$ cat src/rtl/stt8_gfx_pkg.sv
// Shared types and constants for the entity tile renderer: entity word layout, hit-list entry, scan states.
// Latency: n/a (package only).
// Backpressure: n/a.
package stt8_gfx_pkg;

    localparam int ENT_W   = 14;
    localparam int ID_LSB  = 10;
    localparam int ORI_LSB = 8;
    localparam int ROW_LSB = 4;
    localparam int COL_LSB = 0;

    localparam logic [3:0]       ID_UNUSED  = 4'hF;
    localparam logic [ENT_W-1:0] ENT_UNUSED = {ID_UNUSED, 10'd0};

    // Orientation codes: rotation applied when fetching the source texel
    localparam logic [1:0] ORI_0   = 2'b00;
    localparam logic [1:0] ORI_90  = 2'b01;
    localparam logic [1:0] ORI_180 = 2'b10;
    localparam logic [1:0] ORI_270 = 2'b11;

    typedef enum logic [1:0] {
        ST_IDLE = 2'd0,
        ST_SCAN = 2'd1,
        ST_DONE = 2'd2
    } scan_state_t;

    // One hit-list entry: everything the pixel stage needs for a slot on the current line
    typedef struct packed {
        logic [3:0] col;
        logic [1:0] ori;
        logic [3:0] id;
        logic       flip;
    } hit_t;

    // Maps display (r, c) within a tile to the sprite source texel {sr, sc}
    function automatic logic [5:0] src_coord(input logic [1:0] ori,
                                             input logic [2:0] r,
                                             input logic [2:0] c);
        logic [5:0] rc;
        case (ori)
            ORI_0:   rc = {r, c};
            ORI_90:  rc = {3'd7 - c, r};
            ORI_180: rc = {3'd7 - r, 3'd7 - c};
            default: rc = {c, 3'd7 - r};
        endcase
        return rc;
    endfunction

endpackage

$ cat src/rtl/entity_sprite_rom.sv
// Sprite glyph ROM: (id, row, col) of an 8x8 sprite to a pixel colour.
// Latency: combinational.
// Backpressure: none.
//
// Ports: id [3:0] sprite ID, r/c [2:0] texel row/col, pixel [COLOUR_W-1:0] texel colour.
// Glyphs: ID1 anti-diagonal plus bottom row, ID2 solid, ID3 checker, IDF blank,
// all others a hollow box. Row bits are stored MSB = column 0.
module entity_sprite_rom
    import stt8_gfx_pkg::*;
#(
    parameter int COLOUR_W = 1
) (
    input  logic [3:0]          id,
    input  logic [2:0]          r,
    input  logic [2:0]          c,
    output logic [COLOUR_W-1:0] pixel
);

    logic [7:0] row_bits;
    logic       bit_on;

    always_comb begin
        row_bits = 8'h00;
        case (id)
            4'h1:      row_bits = (r == 3'd7) ? 8'hFF : (8'h01 << r);
            4'h2:      row_bits = 8'hFF;
            4'h3:      row_bits = r[0] ? 8'h55 : 8'hAA;
            ID_UNUSED: row_bits = 8'h00;
            default:   row_bits = (r == 3'd0 || r == 3'd7) ? 8'hFF : 8'h81;
        endcase
        bit_on = row_bits[3'd7 - c];
        pixel  = {COLOUR_W{bit_on}};
    end

endmodule

$ cat src/rtl/entity_tile_renderer.sv
// Entity tile renderer: double-buffered entity table, per-line hit-list scan and a pixel pipe to colour.
// Latency: colour is 3 cycles after counter_H/counter_V.
// Backpressure: none; writes always accepted, overflowing hits are dropped and flagged.
//
// Ports:
//   clk, reset                      pixel clock, synchronous active-high reset
//   ent_wr_en/ent_wr_idx/ent_wr_data write one pending slot (idx >= NUM_ENT ignored)
//   counter_H, counter_V            VGA pixel/line counters
//   colour                          registered pixel colour
//   hit_overflow                    sticky per frame: a line had more than MAX_HITS hits
//   scan_busy                       hit-list scan running
module entity_tile_renderer
    import stt8_gfx_pkg::*;
#(
    parameter int                 NUM_ENT    = 9,
    parameter int                 MAX_HITS   = 4,
    parameter int                 TILE_SHIFT = 5,
    parameter int                 H_ACTIVE   = 640,
    parameter int                 V_ACTIVE   = 480,
    parameter int                 V_TOTAL    = 525,
    parameter int                 COLOUR_W   = 1,
    parameter logic [NUM_ENT-1:0] FLIP_MASK  = 9'h180
) (
    input  logic                       clk,
    input  logic                       reset,
    input  logic                       ent_wr_en,
    input  logic [$clog2(NUM_ENT)-1:0] ent_wr_idx,
    input  logic [ENT_W-1:0]           ent_wr_data,
    input  logic [9:0]                 counter_H,
    input  logic [9:0]                 counter_V,
    output logic [COLOUR_W-1:0]        colour,
    output logic                       hit_overflow,
    output logic                       scan_busy
);

    localparam int IDX_W = $clog2(NUM_ENT);
    localparam int CNT_W = $clog2(MAX_HITS + 1);

    // ------------------------------------------------------------------
    // Entity tables: game logic writes pending, the display reads active
    // ------------------------------------------------------------------
    logic [ENT_W-1:0] pending [NUM_ENT];
    logic [ENT_W-1:0] active  [NUM_ENT];
    logic             frame_start;

    assign frame_start = (counter_H == 10'd0) && (counter_V == 10'd0);

    always_ff @(posedge clk) begin
        if (reset) begin
            for (int i = 0; i < NUM_ENT; i++) begin
                pending[i] <= ENT_UNUSED;
                active[i]  <= ENT_UNUSED;
            end
        end else begin
            if (ent_wr_en && (int'(ent_wr_idx) < NUM_ENT)) begin
                pending[ent_wr_idx] <= ent_wr_data;
            end
            // Copies the pre-edge pending table, so a same-cycle write waits a frame
            if (frame_start) begin
                for (int i = 0; i < NUM_ENT; i++) begin
                    active[i] <= pending[i];
                end
            end
        end
    end

    // ------------------------------------------------------------------
    // Scan FSM: during horizontal blanking, collect the slots on the next line
    // ------------------------------------------------------------------
    scan_state_t      state, state_nxt;
    logic             scan_start;
    logic             list_swap;
    logic [IDX_W-1:0] scan_idx;
    logic [9:0]       scan_row;
    logic [9:0]       next_line;
    logic [ENT_W-1:0] scan_ent;
    logic             slot_hit;

    hit_t             build_list [MAX_HITS];
    logic [CNT_W-1:0] build_cnt;
    hit_t             live_list  [MAX_HITS];
    logic [CNT_W-1:0] live_cnt;
    logic [9:0]       live_row;

    assign next_line = (counter_V == 10'(V_TOTAL - 1)) ? 10'd0 : counter_V + 10'd1;
    assign scan_ent  = active[scan_idx];
    assign slot_hit  = (state == ST_SCAN)
                    && (scan_ent[ID_LSB +: 4] != ID_UNUSED)
                    && ({6'd0, scan_ent[ROW_LSB +: 4]} == scan_row);

    always_ff @(posedge clk) begin
        if (reset) begin
            state <= ST_IDLE;
        end else begin
            state <= state_nxt;
        end
    end

    always_comb begin
        state_nxt  = state;
        scan_start = 1'b0;
        list_swap  = 1'b0;
        scan_busy  = 1'b0;
        case (state)
            ST_IDLE: begin
                if (counter_H == 10'(H_ACTIVE)) begin
                    state_nxt  = ST_SCAN;
                    scan_start = 1'b1;
                end
            end
            ST_SCAN: begin
                scan_busy = 1'b1;
                if (scan_idx == IDX_W'(NUM_ENT - 1)) begin
                    state_nxt = ST_DONE;
                end
            end
            ST_DONE: begin
                list_swap = 1'b1;
                state_nxt = ST_IDLE;
            end
            default: state_nxt = ST_IDLE;
        endcase
    end

    always_ff @(posedge clk) begin
        if (reset) begin
            scan_idx     <= '0;
            scan_row     <= '0;
            build_cnt    <= '0;
            live_cnt     <= '0;
            live_row     <= '0;
            hit_overflow <= 1'b0;
            for (int k = 0; k < MAX_HITS; k++) begin
                build_list[k] <= '0;
                live_list[k]  <= '0;
            end
        end else begin
            if (scan_start) begin
                scan_idx  <= '0;
                build_cnt <= '0;
                scan_row  <= next_line >> TILE_SHIFT;
            end else if (state == ST_SCAN) begin
                scan_idx <= scan_idx + IDX_W'(1);
            end

            // Ascending slot order keeps list position == priority order
            if (slot_hit && (build_cnt < CNT_W'(MAX_HITS))) begin
                build_list[build_cnt] <= '{col:  scan_ent[COL_LSB +: 4],
                                           ori:  scan_ent[ORI_LSB +: 2],
                                           id:   scan_ent[ID_LSB +: 4],
                                           flip: FLIP_MASK[scan_idx]};
                build_cnt <= build_cnt + CNT_W'(1);
            end

            // live_row tags the list so a pixel from any other row cannot use it
            if (list_swap) begin
                for (int k = 0; k < MAX_HITS; k++) begin
                    live_list[k] <= build_list[k];
                end
                live_cnt <= build_cnt;
                live_row <= scan_row;
            end

            if (frame_start) begin
                hit_overflow <= 1'b0;
            end else if (slot_hit && (build_cnt == CNT_W'(MAX_HITS))) begin
                hit_overflow <= 1'b1;
            end
        end
    end

    // ------------------------------------------------------------------
    // Pixel pipe
    // ------------------------------------------------------------------
    logic [9:0] h_col_full;
    logic       s1_active;
    logic [3:0] s1_col;
    logic [9:0] s1_row;
    logic [2:0] s1_r;
    logic [2:0] s1_c;

    assign h_col_full = counter_H >> TILE_SHIFT;

    // S1: register tile position; in-tile texel bits skip the upscale bits
    always_ff @(posedge clk) begin
        if (reset) begin
            s1_active <= 1'b0;
            s1_col    <= '0;
            s1_row    <= '0;
            s1_r      <= '0;
            s1_c      <= '0;
        end else begin
            s1_active <= (counter_H < 10'(H_ACTIVE)) && (counter_V < 10'(V_ACTIVE))
                      && (h_col_full < 10'd16);
            s1_col    <= h_col_full[3:0];
            s1_row    <= counter_V >> TILE_SHIFT;
            s1_r      <= counter_V[TILE_SHIFT-1 -: 3];
            s1_c      <= counter_H[TILE_SHIFT-1 -: 3];
        end
    end

    // S2: priority match against the live list, then mirror and rotate
    logic       match;
    hit_t       match_ent;
    logic [2:0] eff_c;
    logic [5:0] src_rc;
    logic       s2_hit;
    logic [3:0] s2_id;
    logic [2:0] s2_sr;
    logic [2:0] s2_sc;

    always_comb begin
        match     = 1'b0;
        match_ent = '0;
        // Descending walk so the lowest matching index is the last assignment
        for (int k = MAX_HITS - 1; k >= 0; k--) begin
            if ((CNT_W'(k) < live_cnt) && (live_list[k].col == s1_col)) begin
                match     = 1'b1;
                match_ent = live_list[k];
            end
        end
        eff_c  = match_ent.flip ? (3'd7 - s1_c) : s1_c;
        src_rc = src_coord(match_ent.ori, s1_r, eff_c);
    end

    always_ff @(posedge clk) begin
        if (reset) begin
            s2_hit <= 1'b0;
            s2_id  <= '0;
            s2_sr  <= '0;
            s2_sc  <= '0;
        end else begin
            s2_hit <= match && s1_active && (live_row == s1_row);
            s2_id  <= match_ent.id;
            s2_sr  <= src_rc[5:3];
            s2_sc  <= src_rc[2:0];
        end
    end

    // S3: ROM lookup and output register
    logic [COLOUR_W-1:0] rom_pixel;

    entity_sprite_rom #(
        .COLOUR_W (COLOUR_W)
    ) u_rom (
        .id    (s2_id),
        .r     (s2_sr),
        .c     (s2_sc),
        .pixel (rom_pixel)
    );

    always_ff @(posedge clk) begin
        if (reset) begin
            colour <= '0;
        end else begin
            colour <= s2_hit ? rom_pixel : '0;
        end
    end

endmodule
$ cat config.mk
export PLATFORM = sky130hd
export DESIGN_NAME = entity_tile_renderer
export DESIGN_NICKNAME = d
export VERILOG_FILES = /design/src/rtl/stt8_gfx_pkg.sv /design/src/rtl/entity_sprite_rom.sv /design/src/rtl/entity_tile_renderer.sv
export SDC_FILE = /design/constraint.sdc
export NUM_CORES = 1
export LEC_CHECK = 0
export ABC_AREA = 0
export CORE_MARGIN = 1.5
export CORE_UTILIZATION = 45
export DETAILED_ROUTE_END_ITERATION = 8
export PLACE_DENSITY_LB_ADDON = 0.2
export RECOVER_POWER = 100
export SLEW_MARGIN = 30
export SYNTH_ARGS = -nofsm -noshare
export SYNTH_HDL_FRONTEND = slang
export SYNTH_SLANG_ARGS = --single-unit
$ cat constraint.sdc
create_clock -name clk -period 24.9 [get_ports clk]
set_clock_uncertainty 0.1 [all_clocks]
set_input_delay 7.47 -clock clk [delete_from_list [all_inputs] [get_ports clk]]
set_output_delay 7.47 -clock clk [all_outputs]
set_load 0.03 [all_outputs]
# Word level (Yosys, flattened, before mapping)
# Memory sizes are Yosys's and may differ from the RTL's. A register that Yosys moved wholly into a read port is not among the register bits.
# Cells that the tools add are included.
[classes]
n_addsub = 7
order_cmp = 11
n_eq_ne = 22
shifts = 1
muxes = 64
bitwise_logic = 14
n_reduce_logical = 27
[ops]
columns = ["op", "n"]
rows = [
  ["14-bit two-way mux", 10],
  ["11-bit two-way mux", 5],
  ["7-bit two-way mux", 5],
  ["8-bit case mux with 4 select lines", 1],
  ["1-bit two-way mux", 26],
  ["10-bit == test (second input constant)", 2],
  ["10-bit logical NOT", 2],
  ["4-bit two-way mux", 5],
  ["6-bit case mux with 3 select lines", 1],
  ["4-bit == test", 4],
  ["8-bit two-way mux", 2],
  ["1-bit logical AND", 14],
  ["14-bit OR reduction", 1],
  ["1-bit bitwise OR", 13],
  ["3-bit subtractor (first input constant)", 4],
  ["11-bit OR reduction", 1],
  ["10-bit by 1-bit adder with 10-bit output (second input constant)", 1],
  ["5-bit by 10-bit == test with 1-bit output", 1],
  ["10-bit less-than comparator (second input constant)", 1],
  ["10-bit by 9-bit less-than comparator with 1-bit output (second input constant)", 1],
  ["10-bit two-way mux", 1],
  ["3-bit two-way mux", 3],
  ["4-bit by 2-bit == test with 1-bit output (second input constant)", 2],
  ["4-bit == test (second input constant)", 2],
  ["other kinds (28)", 38],
]
[totals]
register_bits = 56
ramBits = 340
romBits = 16
input_bits = 41
out_inout_bits = 3
wordCells = 169
memories = 5
[mem_list]
columns = ["memory", "words", "width", "read_ports", "rd_ports_with_merged_regs", "wr", "line_no", "rtl"]
rows = [
  ["active", 9, 14, 1, 1, 9, "entity_tile_renderer.sv:43", "logic [ENT_W-1:0] active [NUM_ENT];"],
  ["pending", 9, 14, 9, 0, 9, "entity_tile_renderer.sv:42", "logic [ENT_W-1:0] pending [NUM_ENT];"],
  ["build_list", 4, 11, 4, 0, 4, "entity_tile_renderer.sv:79", "hit_t build_list [MAX_HITS];"],
  ["live_list", 4, 11, 4, 0, 4, "entity_tile_renderer.sv:81", "hit_t live_list [MAX_HITS];"],
  ["(name not given)", 16, 1, 1, 1, 0, "entity_tile_renderer.sv:151", "flip: FLIP_MASK[scan_idx]};"],
]

# Logic depth before layout (Yosys ltp)
# Gate-level depths: netlist of run 1.
# An unclocked memory read counts as a cell.
[depth]
depth_word = 10
ltp_mapped = 11
ltp_nobuf = 7

# Modules after synthesis
# A second synthesis of run 1 with hierarchy kept.
[hier_totals]
cells_unflattened = 1198
area_unflattened_um2 = 16628.4
[by_module_without_submodules]
columns = ["module", "n_inst", "cells_each", "area_each_um2", "seq_area_each_um2"]
rows = [
  ["entity_tile_renderer", 1, 1164, 16427.0, 11330.9],
  ["entity_sprite_rom", 1, 34, 201.4, 0.0],
]

# Least setup slack after synthesis of run 1
# OpenSTA, ideal clock, no wires.
[synth_path]
path_type = "in2reg"
startpoint = "input port counter_H[1]"
endpoint = "memory active[0][0] (enable)"
setup_ns = 0.798
t_arrival_ns = 17.140
required_ns = 24.002
setup_slack_ns = 6.862
cell_stages = 3
path_buffers = 0
cell_sequence = "nor4_1 nand2_1 o31ai_1"
[synth_lines]
columns = ["item", "line_no", "rtl"]
rows = [
  ["from (decl)", "entity_tile_renderer.sv:29", "input logic [9:0] counter_H,"],
  ["to (decl)", "entity_tile_renderer.sv:43", ""],
]

==> results.toml, run 1 <==
[critical_path]
path_class = "primary input to register"
crit_path_start_kind = "primary input"
cp-end-kind = "register"
crit_required_ns = 24.92
reg2regPathDepth = 7
arrival_ns = 15.43
crit_fanout = 81

[synthesis]
yosysMostFrequentCell = "edfxtp_1"
synth.largest_area_cell = "edfxtp_1"
synth_xor_area_share_pct = 1.885
synth-main-ff-cell = "edfxtp_1"
synth_top_family_by_area = "simple AND/OR/NAND/NOR gates"
yosys.area_share.simple_pct = 18.50
syn_avg_cell_area_um2 = 13.79
yosysWarnings = 0
async_flop_share_pct = 0
synthesis.nets = 1258
syn_area_um2 = 16730
ys_seq_area_share_pct = 67.74
muxShareOfSynthArea_pct = 4.675
synthCells = 1213
synth_compound_area_share_pct = 4.930
yosys.area.top_type_share_pct = 61.04
synthAdderAreaFrac_pct = 0.2992
synth_edf_count = 340
synth_commonest_cells = "edfxtp_1, and2_1, nor2_1, dfxtp_1, nand2b_1"
yosys_register_bits = 396
ys_types = 61
yosys-top-cells-area = "edfxtp_1, and2_1, dfxtp_1"

[power]
p_sw_share_pct = 20.79
vdd_drop_max_mv = 0.04476
p_total_mw = 1.367
p_leak_nw = 6.249
p_int_mw = 1.083
power_frac_comb_pct = 3.3
cellPowerDensity_nw_per_um2 = 72.80
p_sw_mw = 0.2842
p_clk_share_pct = 41.8
share_seq_of_total_power_pct = 54.9

[outcome]
status = "finished with violations"
violations = "max-capacitance violations, max-slew violations"

[detailed_routing]
top_layer = "met4"
viasPerCell = 5.272
drtAntennaViolNets = 0
dr.pass1.iters = 5
initialDrtViolationCount = 558
wl_met2_um = 16390
m1WireLength_um = 15010
routed_wl_um = 34060
wl_per_cell_um = 19.36
vias = 9274
wl_met3_um = 1882
drc_errors = 0

[sta]
final_hold_viol_count = 0
fin_crit_sh_pct = 61.90
tns_ns = 0
slew_violations = 461
min_period_ns = 15.41
setup_viol = 0
max_slew.worst_pin.slew_ns = 4.638
clock.fmax_ghz = 0.06489
rsz0062_at_grt = "no"
relSlewSlack_pct = -209.2

[floorplan]
core_area_um2 = 36610
rows = 70
die_x_um = 195.8
initial_core_util_pct = 45.69
dieHeight_um = 195.8
io_pins = 44
die-area_um2 = 38330

[layout]
area_delta_synth_final_pct = 12.28
layout-drive-gt1-share_pct = 7.597
final_nets = 1305

[global_route]
grt_pass1_wl_um = 53160
grt_max_degree = 127
grt_usage_pct = 18.24
gr-total-overflow = 0
antenna_found_initial = 1
grt_pass1_vias = 9378

[clocking]
numCtsBuffers = 42
tritoncts = "built"
clockBufferDepth = 3
cts-htree-levels = 2
clk_latency_ns = 0.56
postCtsResizedCells = 0
cts.sinks = 396
root_buffer = "clkbuf_16"
clk_pin_slew_ns = 0.06
post-cts-setup-buffer-count = 0
ctsHoldBuffers = 0

[min_path]
hold_class = "register to register"
holdPathStages = 1

[placement]
hpwl_um = 22210
io_buffers = 43
finalWeightedCongestion = 0.8041

[run]
maxCapViolCount = 10
## cell families (layout without fill, tap and decap cells)
family | count (synthesis) | count (layout)
compound gates | 116 | 116
xor+xnor | 36 | 36
fa+ha+maj | 4 | 4
buf+inv | 71 | 148
flops | 396 | 396
mux | 58 | 58
other cells | 0 | 1
simple gates | 532 | 532
## critical path: stages
cell	delay (ns)
dlygate4sd3_1	0.52
clkbuf_1	1.26
inv_1	0.87
o31ai_4	0.20
clkbuf_1	3.12
clkbuf_1	1.90
## sequential cells by signal (all words and copies together) (netlist names), 4 cells and up, named ones only
register    count
active        126
build_list     44
live_list      44
live_row        5
pending       126
s1_col          4
s1_row          5
s2_id           4
scan_idx        4
scan_row        5
## cell usage in the layout, fill, tap and decap left out, types with 12 or more instances in the layout
cell / netlist / layout
nand2b_1: 55 / 55
clkbuf_1: 46 / 26
edfxtp_1: 340 / 340
and2_0: 0 / 136
mux2i_1: 32 / 32
or3_1: 27 / 27
dfxtp_1: 56 / 55
nor2b_1: 19 / 19
clkbuf_16: 0 / 43
mux4_2: 15 / 15
xor2_1: 27 / 27
nor3_1: 37 / 36
o21ai_0: 16 / 16
nand3_1: 14 / 14
nor4_1: 12 / 16
nor2_1: 60 / 60
clkdlybuf4s50_1: 0 / 38
a22o_1: 12 / 12
a21oi_1: 32 / 32
and2_1: 231 / 95
nand2_1: 38 / 38
## per-layer routing
layer	global-route usage, %	vias to the layer above
met3	3.730	50
met1	23.65	4487
met2	30.49	218
li1	-	4519
met4	6.638	0
met5	0	-
## layout make-up
cell class              count  area, µm²
diodes                      1      2.502
clock buffers              56       1155
clock inverters            18      83.83
fillers                  3144      17830
inverters                  11      41.29
multi-input cells         746       5060
flip-flops and latches    396      11330
well taps                 468      585.6
repair buffers             63      520.5
## metrics by stage
| stage | instance area [µm²] | setup slack, ns | hold slack [ns] | std cells | util, % |
|---|---|---|---|---|---|
| finish | 18780 | 9.488 | 0.3665 | 1759 | 51.30 |
| global route | 18780 | 8.613 | 0.3728 | 1758 | 51.29 |
| CTS | 18920 | 14.57 | 0.3653 | 1758 | 51.68 |
| detailed placement | 17680 | 13.99 | 0.3558 | 1684 | 48.29 |
| global placement | 17660 | 13.84 | 0.3486 | 1684 | 48.25 |
| floorplan | 16730 | 6.862 | 0.3339 | 1213 | - |
## power by group through the flow
stage	Sequential, mW	Combinational, mW	Clock, mW
6_report	0.751	0.0451	0.571
2_1_floorplan	0.764	0.0242	0
4_1_cts	0.750	0.0474	0.585
3_3_place_gp	0.764	0.0466	0
3_5_place_dp	0.764	0.0471	0
5_1_grt	0.753	0.0494	0.611
## path summary, 6_finish.rpt
path	start	end	slack [ns]
worst max-delay path	reset	active[2][7]	9.49
worst min-delay path	s2_hit	colour	0.37
worst max register to register	register	build_list[2][0]	19.91
worst min register to register	s2_hit	colour	0.37
(Power assumes the default switching activity.)
==> run 2: changes to the inputs <==
clock period = 13.6 ns   (was 24.9 ns; I/O delays follow)
==> run 2 against run 1 <==
  * The run still ends with max-capacitance violations, max-slew violations left
  * Cell count did not move
  * Worst hold slack got worse by 0.012 ns
  * Die area unchanged
  * Largest power group unchanged
  * Clock-buffer cell count is 7 lower
  * Utilization rose by 0.30 points
  * Power up 90%
  * Register-to-register slack lost 11 ns
==> results.toml, run 2 (synthesis results as in run 1) <==
[detailed_routing]
drtAntennaViolNets = 0
drc_errors = 0
viasPerCell = 5.265
initialDrtViolationCount = 552
vias = 9261
dr.pass1.iters = 5
wl_per_cell_um = 19.65
routed_wl_um = 34560

[placement]
place_area_um2 = 17670
io_buffers = 43
dp.cells = 1683
dp_slack_ns = 5.940
finalWeightedCongestion = 0.8041
hpwl_um = 22260

[layout]
top_regs = "active (126), pending (126)"
fin_cells = 1759
area_delta_synth_final_pct = 12.93
layout-drive-gt1-share_pct = 8.133
final_common_cell = "edfxtp_1"
final_cell_mix = "edfxtp_1, and2_0, and2_1"
diodes = 0
final_core_util_pct = 51.60
final_nets = 1304
stdcell_area_um2 = 18890
final.fill_count = 3121

[global_route]
gr-total-overflow = 0
grt_pass1_vias = 9241
antenna_found_initial = 0
grt_max_degree = 127
grt_usage_pct = 18.54
grt_pass1_wl_um = 54030

[sta]
hold_slack_ns = 0.3544
fin_crit_sh_pct = 69.51
min_period_ns = 9.453
tns_ns = 0
setup_ws_ns = 4.147
relSlewSlack_pct = -217.7
final_hold_viol_count = 0
slew_violations = 315
setup_viol = 0
clock.fmax_ghz = 0.1058
max_slew.worst_pin.slew_ns = 4.765
rsz0062_at_grt = "no"

[floorplan]
io_pins = 44
die-area_um2 = 38330
initial_core_util_pct = 45.69
dieHeight_um = 195.8
rows = 70
die_x_um = 195.8
core_area_um2 = 36610

[clocking]
tritoncts = "built"
clockBufferDepth = 3
cts.sinks = 396
clk_latency_ns = 0.57
cts-htree-levels = 2
postCtsResizedCells = 0
root_buffer = "clkbuf_16"
ctsHoldBuffers = 0
numCtsBuffers = 42
clk_pin_slew_ns = 0.06
post-cts-setup-buffer-count = 0

[power]
p_leak_nw = 6.298
cellPowerDensity_nw_per_um2 = 137.3
p_total_mw = 2.593
vdd_drop_max_mv = 0.08766

[critical_path]
path_class = "primary input to register"
max_stage_delay_ns = 3.35
slowest_stage = "clkbuf_1"
cp-end-kind = "register"
crit_path_start_kind = "primary input"
crit_required_ns = 13.62
critical_path.most_common_cell = "clkbuf_1"
arrival_ns = 9.48
crit_chain = "dlygate4sd3_1 > clkbuf_1 > nor4_2 > clkbuf_1 > nand2b_1"
crit_fanout = 126

[outcome]
violations = "max-capacitance violations, max-slew violations"
status = "finished with violations"

[min_path]
hold_class = "register to register"

[run]
maxCapViolCount = 8
run 2: cell types whose count changed in the layout (fill, tap and decap cells not counted), sizes merged:
cell,delta
clkbuf,-11
clkinv,-1
diode,-1
clkinvlp,+3
bufinv,+4
clkdlybuf4s50,+1
buf,+3
dlygate4sd3,-1
inv,+3
run 2: path summary, 6_finish.rpt:
check | endpoint | cells after the start | startpoint | slack (ns)
min reg2reg | colour | 1 | s2_hit | 0.35
max reg2reg | build_list[1][2] | 7 | register | 8.62
min | colour | 1 | s2_hit | 0.35
max | active[1][12] | 5 | reset | 4.15
run 2: critical path, delay by kind of cell:
kind	cells	cell delay [ns]
buf+inv	3	4.58
simple gates	2	0.74
run 2: final cells by class:
cell class | instances | area [µm²] | area share, %
flip-flops and latches | 396 | 11330 | 59.99
multi-input cells | 746 | 5046 | 26.71
clock buffers | 49 | 1099 | 5.816
well taps | 468 | 585.6 | 3.100
repair buffers | 62 | 528.0 | 2.795
clock inverters | 27 | 257.7 | 1.365
inverters | 11 | 41.29 | 0.2186
run 2: routing by layer:
metal  wire (µm)  GRT usage [%]  vias up
met4         717          5.954        0
met5           0              0        -
met2       16720          30.85      185
met1       15450          24.97     4510
li1            -              -     4513
met3        1669          3.043       53
run 2: power breakdown:
part / switching (mW) / internal, mW / total (mW)
Sequential: 0.0146 / 1.36 / 1.37
Combinational: 0.0542 / 0.0280 / 0.0823
Clock: 0.478 / 0.659 / 1.14
Total: 0.547 / 2.05 / 2.59
==> run 3: changes to the inputs <==
clock period = 8.35 ns   (was 13.6 ns; I/O delays follow)
==> run 3 against run 2 <==
  * The flow still finishes with violations (max-capacitance violations, max-slew violations)
  * Clock-buffer cell count rose by 5
  * Global-route usage fell by 0.12 points
  * Power up 60%
  * Critical path depth is 2 higher
  * Clock power increased by 57%
  * First-iteration DRC count up 17%
  * Worst hold slack gained 0.0024 ns
  * Final area shrank 0.16%
  * Via count is 0.48% higher
  * Register-to-register slack worse by 5.2 ns
  * Combinational power up 65%
  * Sequential power increased by 64%
  * Critical endpoint is now live_list[0][5]
  * Highest routed layer unchanged
==> results.toml, run 3 (synthesis results as in run 1) <==
[floorplan]
die_x_um = 195.8
die-area_um2 = 38330
rows = 70
core_area_um2 = 36610
dieHeight_um = 195.8
io_pins = 44
initial_core_util_pct = 45.69

[outcome]
status = "finished with violations"
violations = "max-capacitance violations, max-slew violations"

[detailed_routing]
wl_per_cell_um = 19.42
vias = 9305
routed_wl_um = 34200
dr.pass1.iters = 5
drc_errors = 0
viasPerCell = 5.284
initialDrtViolationCount = 646
drtAntennaViolNets = 0

[min_path]
hold_class = "register to register"
holdPathStages = 2

[layout]
final_nets = 1305
fin_cells = 1761
final.fill_count = 3121
layout-drive-gt1-share_pct = 8.043
final_common_cell = "edfxtp_1"
top_regs = "active (126), pending (126)"
final_core_util_pct = 51.51
stdcell_area_um2 = 18860
final_cell_mix = "edfxtp_1, and2_1, and2_0"
diodes = 0
area_delta_synth_final_pct = 12.75

[clocking]
clockBufferDepth = 3
ctsHoldBuffers = 0
numCtsBuffers = 43
tritoncts = "built"
post-cts-setup-buffer-count = 0
cts.sinks = 396
postCtsResizedCells = 0
clk_latency_ns = 0.57
cts-htree-levels = 2
clk_pin_slew_ns = 0.06
root_buffer = "clkbuf_16"

[sta]
setup_viol = 0
max_slew.worst_pin.slew_ns = 2.676
slew_violations = 253
rsz0062_at_grt = "no"
final_hold_viol_count = 0
relSlewSlack_pct = -80.74
fin_crit_sh_pct = 76.09
setup_ws_ns = 1.997
min_period_ns = 6.353
clock.fmax_ghz = 0.1574
hold_slack_ns = 0.3568
tns_ns = 0

[critical_path]
max_stage_delay_ns = 1.41
critical_path.most_common_cell = "clkbuf_1"
cp.depth = 7
path_buf_inv = 5
crit_chain = "dlygate4sd3_1 > clkbuf_1 > inv_1 > clkbuf_1 > and3_1 > clkbuf_1 > and2_1"
reg2regPathDepth = 7
crit_fanout = 47
path_class = "primary input to register"
crit_family = "buffers and inverters"
crit_path_start_kind = "primary input"
arrival_ns = 6.56
slowest_stage = "clkbuf_1"
crit_required_ns = 8.55
cp-end-kind = "register"

[placement]
dp.cells = 1683
finalWeightedCongestion = 0.7812
hpwl_um = 21950
place_area_um2 = 17690
dp_slack_ns = 2.972
io_buffers = 43

[power]
p_leak_nw = 6.330
p_total_mw = 4.161
cellPowerDensity_nw_per_um2 = 220.6
vdd_drop_max_mv = 0.1727

[global_route]
grt_usage_pct = 18.41
grt_pass1_vias = 9311
antenna_found_initial = 1
grt_pass1_wl_um = 53190
gr-total-overflow = 0
grt_max_degree = 128

[run]
maxCapViolCount = 6
-- run 3: worst register-to-register path: stages (launching register included) --
cell and delay [ns]:
dfxtp_2 0.31, buf_4 0.53, mux2i_1 0.27, o2bb2ai_1 0.17, a221oi_1 0.53, xnor2_1 0.23
a41oi_2 0.20, o41ai_1 2.19
-- run 3: area by class of cell --
type	count	area [µm²]	area share, %
sequential	396	11330	60.09
timing repair buffer	62	538.0	2.853
tap	468	585.6	3.105
inverter	11	41.29	0.2189
multi-input combinational	746	5047	26.76
clock inverter	24	176.4	0.9354
clock buffer	54	1139	6.037
-- run 3: final timing paths --
kind	end	startpoint	slack, ns
worst max-delay path	live_list[0][5]	reset	2.00
worst min-delay path	s2_hit	s1_active	0.36
worst max register to register	build_list[1][10]	register	3.39
worst min register to register	s2_hit	s1_active	0.36
-- run 3: power by group --
group	switching (mW)	internal [mW]	total [mW]
logic	0.0893	0.0466	0.136
clock network	0.759	1.03	1.79
registers	0.0235	2.21	2.24
-- run 3: metal layers --
metal	wire, µm	global-route usage (%)
met1	15470	24.48
met2	16510	30.66
met3	1446	3.094
met4	774	6.610
met5	0	0
